File: config.mk
export PLATFORM = sky130hd
export DESIGN_NAME = hawk_axiwr_slave
export DESIGN_NICKNAME = d
export VERILOG_FILES = /design/src/rtl/hacd_pkg.sv /design/src/rtl/hawk_sync_fifo.sv /design/src/rtl/hawk_axiwr_slave.sv
export SDC_FILE = /design/constraint.sdc
export NUM_CORES = 2
export LEC_CHECK = 0
export ABC_AREA = 1
export CAP_MARGIN = 20
export CORE_AREA = 2 2 527 529
export DETAILED_ROUTE_END_ITERATION = 7
export DIE_AREA = 0 0 529 531
export PLACE_DENSITY_LB_ADDON = 0.15
export SLEW_MARGIN = 20
export SYNTH_ARGS = -nofsm -noshare
export SYNTH_HDL_FRONTEND = slang
export SYNTH_HIERARCHICAL = 1
export SYNTH_SLANG_ARGS = --single-unit
File: constraint.sdc
create_clock -name clk_i -period 76.5 [get_ports clk_i]
set_clock_uncertainty 0.2 [all_clocks]
set_input_delay 15.3 -clock clk_i [delete_from_list [all_inputs] [get_ports clk_i]]
set_output_delay 15.3 -clock clk_i [all_outputs]
set_load 0.005 [all_outputs]
File: src/rtl/hacd_pkg.sv
// ---------------------------------------------------------------------------
// hacd_pkg
// Shared types and constants for the hawk AXI-style write path.
//   axi_wr_reqpkt_t  : master -> slave request {addr, data, strb, awvalid, wvalid}
//   axi_wr_rdypkt_t  : slave -> master ready   {awready, wready}
//   axi_wr_resppkt_t : slave -> master B       {bresp, bvalid}
//   axi_wr_pld_t     : store-port payload      {addr, data, strb}
//   axiwr_slv_st_t   : write-slave commit FSM states
// ---------------------------------------------------------------------------
package hacd_pkg;

    localparam logic [63:0] DDR_START_ADDR = 64'h0000_0000_8000_0000;

    localparam logic [1:0] BRESP_OKAY   = 2'b00;
    localparam logic [1:0] BRESP_SLVERR = 2'b10;

    typedef struct packed {
        logic [63:0]  addr;
        logic [511:0] data;
        logic [63:0]  strb;
        logic         awvalid;
        logic         wvalid;
    } axi_wr_reqpkt_t;

    typedef struct packed {
        logic awready;
        logic wready;
    } axi_wr_rdypkt_t;

    typedef struct packed {
        logic [1:0] bresp;
        logic       bvalid;
    } axi_wr_resppkt_t;

    typedef struct packed {
        logic [63:0]  addr;
        logic [511:0] data;
        logic [63:0]  strb;
    } axi_wr_pld_t;

    typedef enum logic [1:0] {
        WS_IDLE,
        WS_ISSUE,
        WS_WAIT_ACK
    } axiwr_slv_st_t;

endpackage

File: src/rtl/hawk_sync_fifo.sv
// ---------------------------------------------------------------------------
// hawk_sync_fifo
// Single-clock FIFO with registered storage and a combinational head.
//   clk_i, rst_ni : clock, async active-low reset (empties the FIFO)
//   push_i/data_i : write one entry (caller guarantees not full unless popping)
//   pop_i         : drop the head entry (caller guarantees not empty)
//   head_o        : oldest entry, valid while !empty_o
//   full_o/empty_o/count_o : occupancy status
// DEPTH must be a power of two so the pointers wrap naturally.
// ---------------------------------------------------------------------------
module hawk_sync_fifo #(
    parameter int WIDTH = 8,
    parameter int DEPTH = 2
) (
    input  logic                   clk_i,
    input  logic                   rst_ni,
    input  logic                   push_i,
    input  logic [WIDTH-1:0]       data_i,
    input  logic                   pop_i,
    output logic [WIDTH-1:0]       head_o,
    output logic                   full_o,
    output logic                   empty_o,
    output logic [$clog2(DEPTH):0] count_o
);

    localparam int PW = $clog2(DEPTH);
    localparam logic [PW:0] FullCount = (PW+1)'(DEPTH);

    logic [WIDTH-1:0] mem_q [DEPTH];
    logic [PW-1:0]    wrPtr_q;
    logic [PW-1:0]    rdPtr_q;
    logic [PW:0]      count_q;
    logic [PW:0]      count_d;

    always_comb begin
        count_d = count_q;
        if (push_i && !pop_i) begin
            count_d = count_q + 1'b1;
        end else if (!push_i && pop_i) begin
            count_d = count_q - 1'b1;
        end
    end

    always_ff @(posedge clk_i or negedge rst_ni) begin
        if (!rst_ni) begin
            wrPtr_q <= '0;
            rdPtr_q <= '0;
            count_q <= '0;
        end else begin
            if (push_i) begin
                wrPtr_q <= wrPtr_q + 1'b1;
            end
            if (pop_i) begin
                rdPtr_q <= rdPtr_q + 1'b1;
            end
            count_q <= count_d;
        end
    end

    // Storage needs no reset: entries are only read behind the count.
    always_ff @(posedge clk_i) begin
        if (push_i) begin
            mem_q[wrPtr_q] <= data_i;
        end
    end

    assign head_o  = mem_q[rdPtr_q];
    assign full_o  = (count_q == FullCount);
    assign empty_o = (count_q == '0);
    assign count_o = count_q;

endmodule

File: src/rtl/hawk_axiwr_slave.sv
// ---------------------------------------------------------------------------
// hawk_axiwr_slave
// Write-channel responder: queues AW addresses and W data independently,
// pairs them in order, range/alignment-checks each pair and commits legal
// writes to the store port one at a time. One B response per write, in AW
// order; illegal pairs get SLVERR without touching the store port.
//   clk_i, rst_ni : clock, async active-low reset
//   wr_req_i      : {addr, data, strb, awvalid, wvalid}
//   wr_rdy_o      : {awready, wready}
//   wr_resp_o     : {bresp, bvalid}, bready_i pops it
//   mem_valid_o/mem_ready_i/mem_pld_o : store request handshake + payload
//   mem_ack_i     : store committed, one pulse per accepted request
//   ok_cnt_o/err_cnt_o : saturating OKAY / SLVERR response counts
// ---------------------------------------------------------------------------
module hawk_axiwr_slave
    import hacd_pkg::*;
#(
    parameter int          AW_DEPTH = 2,
    parameter int          W_DEPTH  = 2,
    parameter int          B_DEPTH  = 4,
    parameter logic [63:0] WIN_BASE = DDR_START_ADDR,
    parameter logic [63:0] WIN_SIZE = 64'h0040_0000
) (
    input  logic            clk_i,
    input  logic            rst_ni,
    input  axi_wr_reqpkt_t  wr_req_i,
    output axi_wr_rdypkt_t  wr_rdy_o,
    output axi_wr_resppkt_t wr_resp_o,
    input  logic            bready_i,
    output logic            mem_valid_o,
    input  logic            mem_ready_i,
    output axi_wr_pld_t     mem_pld_o,
    input  logic            mem_ack_i,
    output logic [31:0]     ok_cnt_o,
    output logic [31:0]     err_cnt_o
);

    // 65-bit window end so a window touching the top of the address space cannot wrap.
    localparam logic [64:0] WinEnd = {1'b0, WIN_BASE} + {1'b0, WIN_SIZE};

    logic [63:0]  awHead;
    logic [575:0] wHead;
    logic [1:0]   bHead;
    logic         awFull, awEmpty, wFull, wEmpty, bFull, bEmpty;
    logic [$clog2(AW_DEPTH):0] awCount;
    logic [$clog2(W_DEPTH):0]  wCount;
    logic [$clog2(B_DEPTH):0]  bCount;
    logic         unusedCounts;

    logic          awPush, wPush, bPop, pairReady, pairErr;
    logic          pairPop, bPush, latchPld, okInc, errInc;
    logic [1:0]    bPushResp;
    axiwr_slv_st_t state_q, state_d;
    axi_wr_pld_t   pld_q;
    logic [31:0]   okCnt_q, errCnt_q;

    assign awPush = wr_req_i.awvalid && wr_rdy_o.awready;
    assign wPush  = wr_req_i.wvalid && wr_rdy_o.wready;
    assign bPop   = !bEmpty && bready_i;

    // A pair leaves the FIFOs only with a B slot reserved for its response,
    // counting a slot freed by a B pop in the same cycle.
    assign pairReady = !awEmpty && !wEmpty && (!bFull || bPop);

    assign pairErr = (awHead[5:0] != 6'd0) || (awHead < WIN_BASE) ||
                     ({1'b0, awHead} >= WinEnd);

    hawk_sync_fifo #(.WIDTH(64), .DEPTH(AW_DEPTH)) u_aw_fifo (
        .clk_i(clk_i), .rst_ni(rst_ni),
        .push_i(awPush), .data_i(wr_req_i.addr), .pop_i(pairPop),
        .head_o(awHead), .full_o(awFull), .empty_o(awEmpty), .count_o(awCount)
    );

    hawk_sync_fifo #(.WIDTH(576), .DEPTH(W_DEPTH)) u_w_fifo (
        .clk_i(clk_i), .rst_ni(rst_ni),
        .push_i(wPush), .data_i({wr_req_i.data, wr_req_i.strb}), .pop_i(pairPop),
        .head_o(wHead), .full_o(wFull), .empty_o(wEmpty), .count_o(wCount)
    );

    hawk_sync_fifo #(.WIDTH(2), .DEPTH(B_DEPTH)) u_b_fifo (
        .clk_i(clk_i), .rst_ni(rst_ni),
        .push_i(bPush), .data_i(bPushResp), .pop_i(bPop),
        .head_o(bHead), .full_o(bFull), .empty_o(bEmpty), .count_o(bCount)
    );

    assign unusedCounts = ^{awCount, wCount, bCount};

    always_comb begin
        state_d   = state_q;
        pairPop   = 1'b0;
        bPush     = 1'b0;
        bPushResp = BRESP_OKAY;
        latchPld  = 1'b0;
        okInc     = 1'b0;
        errInc    = 1'b0;
        unique case (state_q)
            WS_IDLE: begin
                if (pairReady) begin
                    pairPop = 1'b1;
                    if (pairErr) begin
                        bPush     = 1'b1;
                        bPushResp = BRESP_SLVERR;
                        errInc    = 1'b1;
                    end else begin
                        latchPld = 1'b1;
                        state_d  = WS_ISSUE;
                    end
                end
            end
            WS_ISSUE: begin
                if (mem_ready_i) begin
                    state_d = WS_WAIT_ACK;
                end
            end
            WS_WAIT_ACK: begin
                if (mem_ack_i) begin
                    bPush     = 1'b1;
                    bPushResp = BRESP_OKAY;
                    okInc     = 1'b1;
                    state_d   = WS_IDLE;
                end
            end
            default: state_d = WS_IDLE;
        endcase
    end

    always_ff @(posedge clk_i or negedge rst_ni) begin
        if (!rst_ni) begin
            state_q  <= WS_IDLE;
            pld_q    <= '0;
            okCnt_q  <= '0;
            errCnt_q <= '0;
        end else begin
            state_q <= state_d;
            if (latchPld) begin
                pld_q <= {awHead, wHead};
            end
            if (okInc && (okCnt_q != 32'hFFFF_FFFF)) begin
                okCnt_q <= okCnt_q + 32'd1;
            end
            if (errInc && (errCnt_q != 32'hFFFF_FFFF)) begin
                errCnt_q <= errCnt_q + 32'd1;
            end
        end
    end

    // Readies are forced low while reset is asserted even though the FIFOs read empty.
    assign wr_rdy_o.awready = rst_ni && !awFull;
    assign wr_rdy_o.wready  = rst_ni && !wFull;
    assign wr_resp_o.bvalid = !bEmpty;
    assign wr_resp_o.bresp  = bEmpty ? BRESP_OKAY : bHead;
    assign mem_valid_o      = (state_q == WS_ISSUE);
    assign mem_pld_o        = pld_q;
    assign ok_cnt_o         = okCnt_q;
    assign err_cnt_o        = errCnt_q;

endmodule

==> run_results.csv <==
group,metric,value,unit
run_status,outcome,"finished, final reports clean",
routing,first_iter_violations,2461,
sta,finalSetupTns,0,ns
critical_path,cp_top_family,"buffers and inverters",
critical_path,timing.rr.end,"mem_pld_o[423]",
cts,cts_resized,0,
sta,setup_viol,0,
critical_path,critical_path_buf_inv_count,3,
power,worst_ir_drop_vdd,18.7,uV
synth,synth_compound_area_share,4.06,%
critical_path,max_stage_delay,0.52,ns
routing,drcViolationCount,0,
critical_path,cp-start-kind,"input pin",
critical_path,critPathArrivalTime,16.64,ns
finish,final_common_cell,"clkdlybuf4s50_1",
floorplan,fp.dieArea,0.281,sq mm
global_routing,antenna_found_initial,139,
placement,io_buffers,1356,
global_routing,grt_max_degree,194,
global_routing,overflow,0,
cts,post-cts-setup-buffers,0,
finish,synthToLayoutAreaGrowth,32.5,%
synth,syn_avg_cell_area,13.9,sq um
critical_path,rr_worst_depth,15,
critical_path,crit_start,"rst_ni",
critical_path,path_class,"input pin to output pin",
critical_path,path_cells,"buf_8 > inv_1 > nor2_1 > clkdlybuf4s50_1",
global_routing,grtUsageTotal,16.8,%
floorplan,design.core.area,0.275,sq mm
power,leakage,40.0,nW
synth,ys_seq_area_share,73.9,%
routing,vias,45950,
sta,maxSlewViolCount,0,
sta,fin_crit_sh,42.0,%
routing,vias_per_cell,4.27,
floorplan,dieHeight,531,microns
cts,path_clk_slew,0.06,ns
synth,yosys.area_share.xor_xnor,0.400,%
cts,h-tree-depth,4,
finish,drive_gt1_share,14.8,%
flow_run,maxCapViolations,0,
finish,layout_common_cells,"1355 x clkdlybuf4s50_1, 1288 x edfxtp_1, 1006 x nand2_1",
synth,synthAdderAreaFrac,0.173,%
placement,hpwl,171000,microns
finish,layout.nets,7585,
critical_path,rrSetupSlack,69.20,ns
cts,clock_latency,0.88,ns
floorplan,initial_core_util,27.9,%
routing,wire_per_inst,22.5,microns
floorplan,chipWidth,529,microns
synth,yosysUniqueCellTypes,33,
sta,grt_setup_unrepaired,"no",
synth,synthCells,5508,
routing,firstDrtPassIters,5,
cts,root_buffer,"clkbuf_16",
floorplan,io_pins,1357,
critical_path,cp-endpoint,"wr_rdy_o[1]",
sta,slew_headroom,31.7,%
sta,hold_violations,0,
placement,gp_congestion,0.806,
synth,muxShareOfSynthArea,9.64,%
global_routing,met1_usage,18.9,%
critical_path,cp.required,61.00,ns
cts,holdBufCountCts,0,
floorplan,fp-row-count,193,
routing,routed_wirelength,243000,microns
placement,dp.cells,10307,
synth,synthSimpleGateAreaFrac,6.38,%
global_routing,grt_use_met3,7.19,%
sta,clock.fmax,31.1,MHz
global_routing,grt_pass1_vias,46774,
sta,worst-slew-pin-transition,1.03,ns
synth,yosysWarnings,6,
finish,instances_no_fill,10772,
global_routing,met2_usage,28.8,%
global_routing,grt_pass1_wl,341000,microns
cts,cts.sink_count,2009,
power,p_per_area,28.4,mW/mm^2
synth,synth_top_family_by_area,"multiplexers",
critical_path,slowest_stage,"clkdlybuf4s50_1",
global_routing,grt.busiest_layer,"met2",
critical_path,cp_max_fo,34,
synth,ys_ff_latch,2009,
routing,ant_nets,0,
sta,timing.hold.ws,0.262,ns
critical_path,r2r_start,"u_aw_fifo/rdPtr_q",
hold_path,min_path_type,"register to register",
finish,fin_util,36.9,%
cts,cts_buffer_depth,4,
cts,cts_tree,"built",
cts,numCtsBuffers,226,
synth,synth_area,0.0767,sq mm
critical_path,end_kind,"output pin",
sta,period_needed,32.14,ns
critical_path,worst-path-stages,4,
## registers in the layout, indices dropped and copies added, names as in the netlist, 3 cells and up
register,count
mem_pld_o,640
u_w_fifo/mem_q,1152
u_b_fifo/mem_q,8
ok_cnt_o,32
err_cnt_o,32
u_b_fifo/count_o,3
u_aw_fifo/mem_q,128
## per-stage QoR
| step | setup slack, ns | power, W | instance area (sq um) |
|---|---|---|---|
| after floorplan | 35.14 | 0.00173 | 76700 |
| after detailed placement | 44.30 | 0.00182 | 94000 |
| after CTS | 44.31 | 0.00294 | 102000 |
| after global routing | 44.26 | 0.00302 | 102000 |
| after global placement | 44.26 | 0.00182 | 94000 |
| final | 44.36 | 0.00289 | 102000 |
## power breakdown
part	internal [W]	switching (W)	total, W
Sequential	0.00127	0.0000276	0.00129
Clock	0.000658	0.000447	0.00110
Combinational	0.000218	0.000271	0.000489
## area by class of cell
cell class              count  area, sq um
flip-flops and latches   2009        56700
repair buffers           1414        14100
diodes                     40          100
clock inverters           101         1050
well taps                3607         4510
multi-input cells        2549        15900
fillers                 26526       174000
clock buffers             324         6550
inverters                 728         2740
## synthesized netlist by cell type
library cell	number	share of area [%]
nand3_1	30	0.20
nand3b_1	15	0.15
buf_6	68	1.0
a21oi_1	1	0.0065
buf_1	32	0.16
inv_2	3	0.015
buf_2	51	0.33
ha_1	9	0.15
a21oi_2	1	0.011
clkbuf_1	71	0.35
o211ai_1	4	0.039
conb_1	1	0.0049
mux2_2	590	8.7
nand2_1	1006	4.9
o21ai_1	408	2.7
nand3_2	2	0.026
o21ai_0	199	1.3
nand4_1	37	0.30
edfxtp_1	1288	50
a21oi_4	1	0.021
buf_4	3	0.029
nor3b_1	2	0.020
nor3_1	10	0.065
xnor2_1	16	0.18
and2_0	2	0.016
nor2_1	139	0.68
o31ai_1	2	0.020
mux2_4	50	0.98
dfrtp_1	721	24
nor2_2	1	0.0082
xor2_1	19	0.22
inv_1	725	3.5
fa_1	1	0.026
## logic make-up after synthesis
kind of cell / count (synthesis)
compound gates: 616
xor+xnor: 35
fa+ha+maj: 10
buf+inv: 953
flops: 2009
mux: 640
other cells: 1
simple gates: 1244
## worst min-delay path by stage
| stage | startpoint | end | depth (start not counted) |
|---|---|---|---|
| finish | mem_pld_o[627] | mem_pld_o[627] | 2 |
| global route | mem_pld_o[579] | mem_pld_o[579] | 2 |
| CTS | mem_pld_o[599] | mem_pld_o[599] | 2 |
| detailed placement | mem_pld_o[639] | mem_pld_o[639] | 2 |
| global placement | mem_pld_o[576] | mem_pld_o[576] | 2 |
| floorplan | mem_pld_o[607] | mem_pld_o[607] | 2 |
## routing by layer
metal	wire length, microns	part of all wire, %	vias up
met5	886	0.37	-
met3	24000	9.9	468
met4	6450	2.7	136
met1	92200	38	22462
met2	119000	49	1254
li1	-	-	21630
## worst min-delay path, cell delays in order, from the launching register on
cell and delay (ns):
dfrtp_1 0.34, nand2_1 0.05, inv_1 0.04
Power figures use the tool's default switching activity.
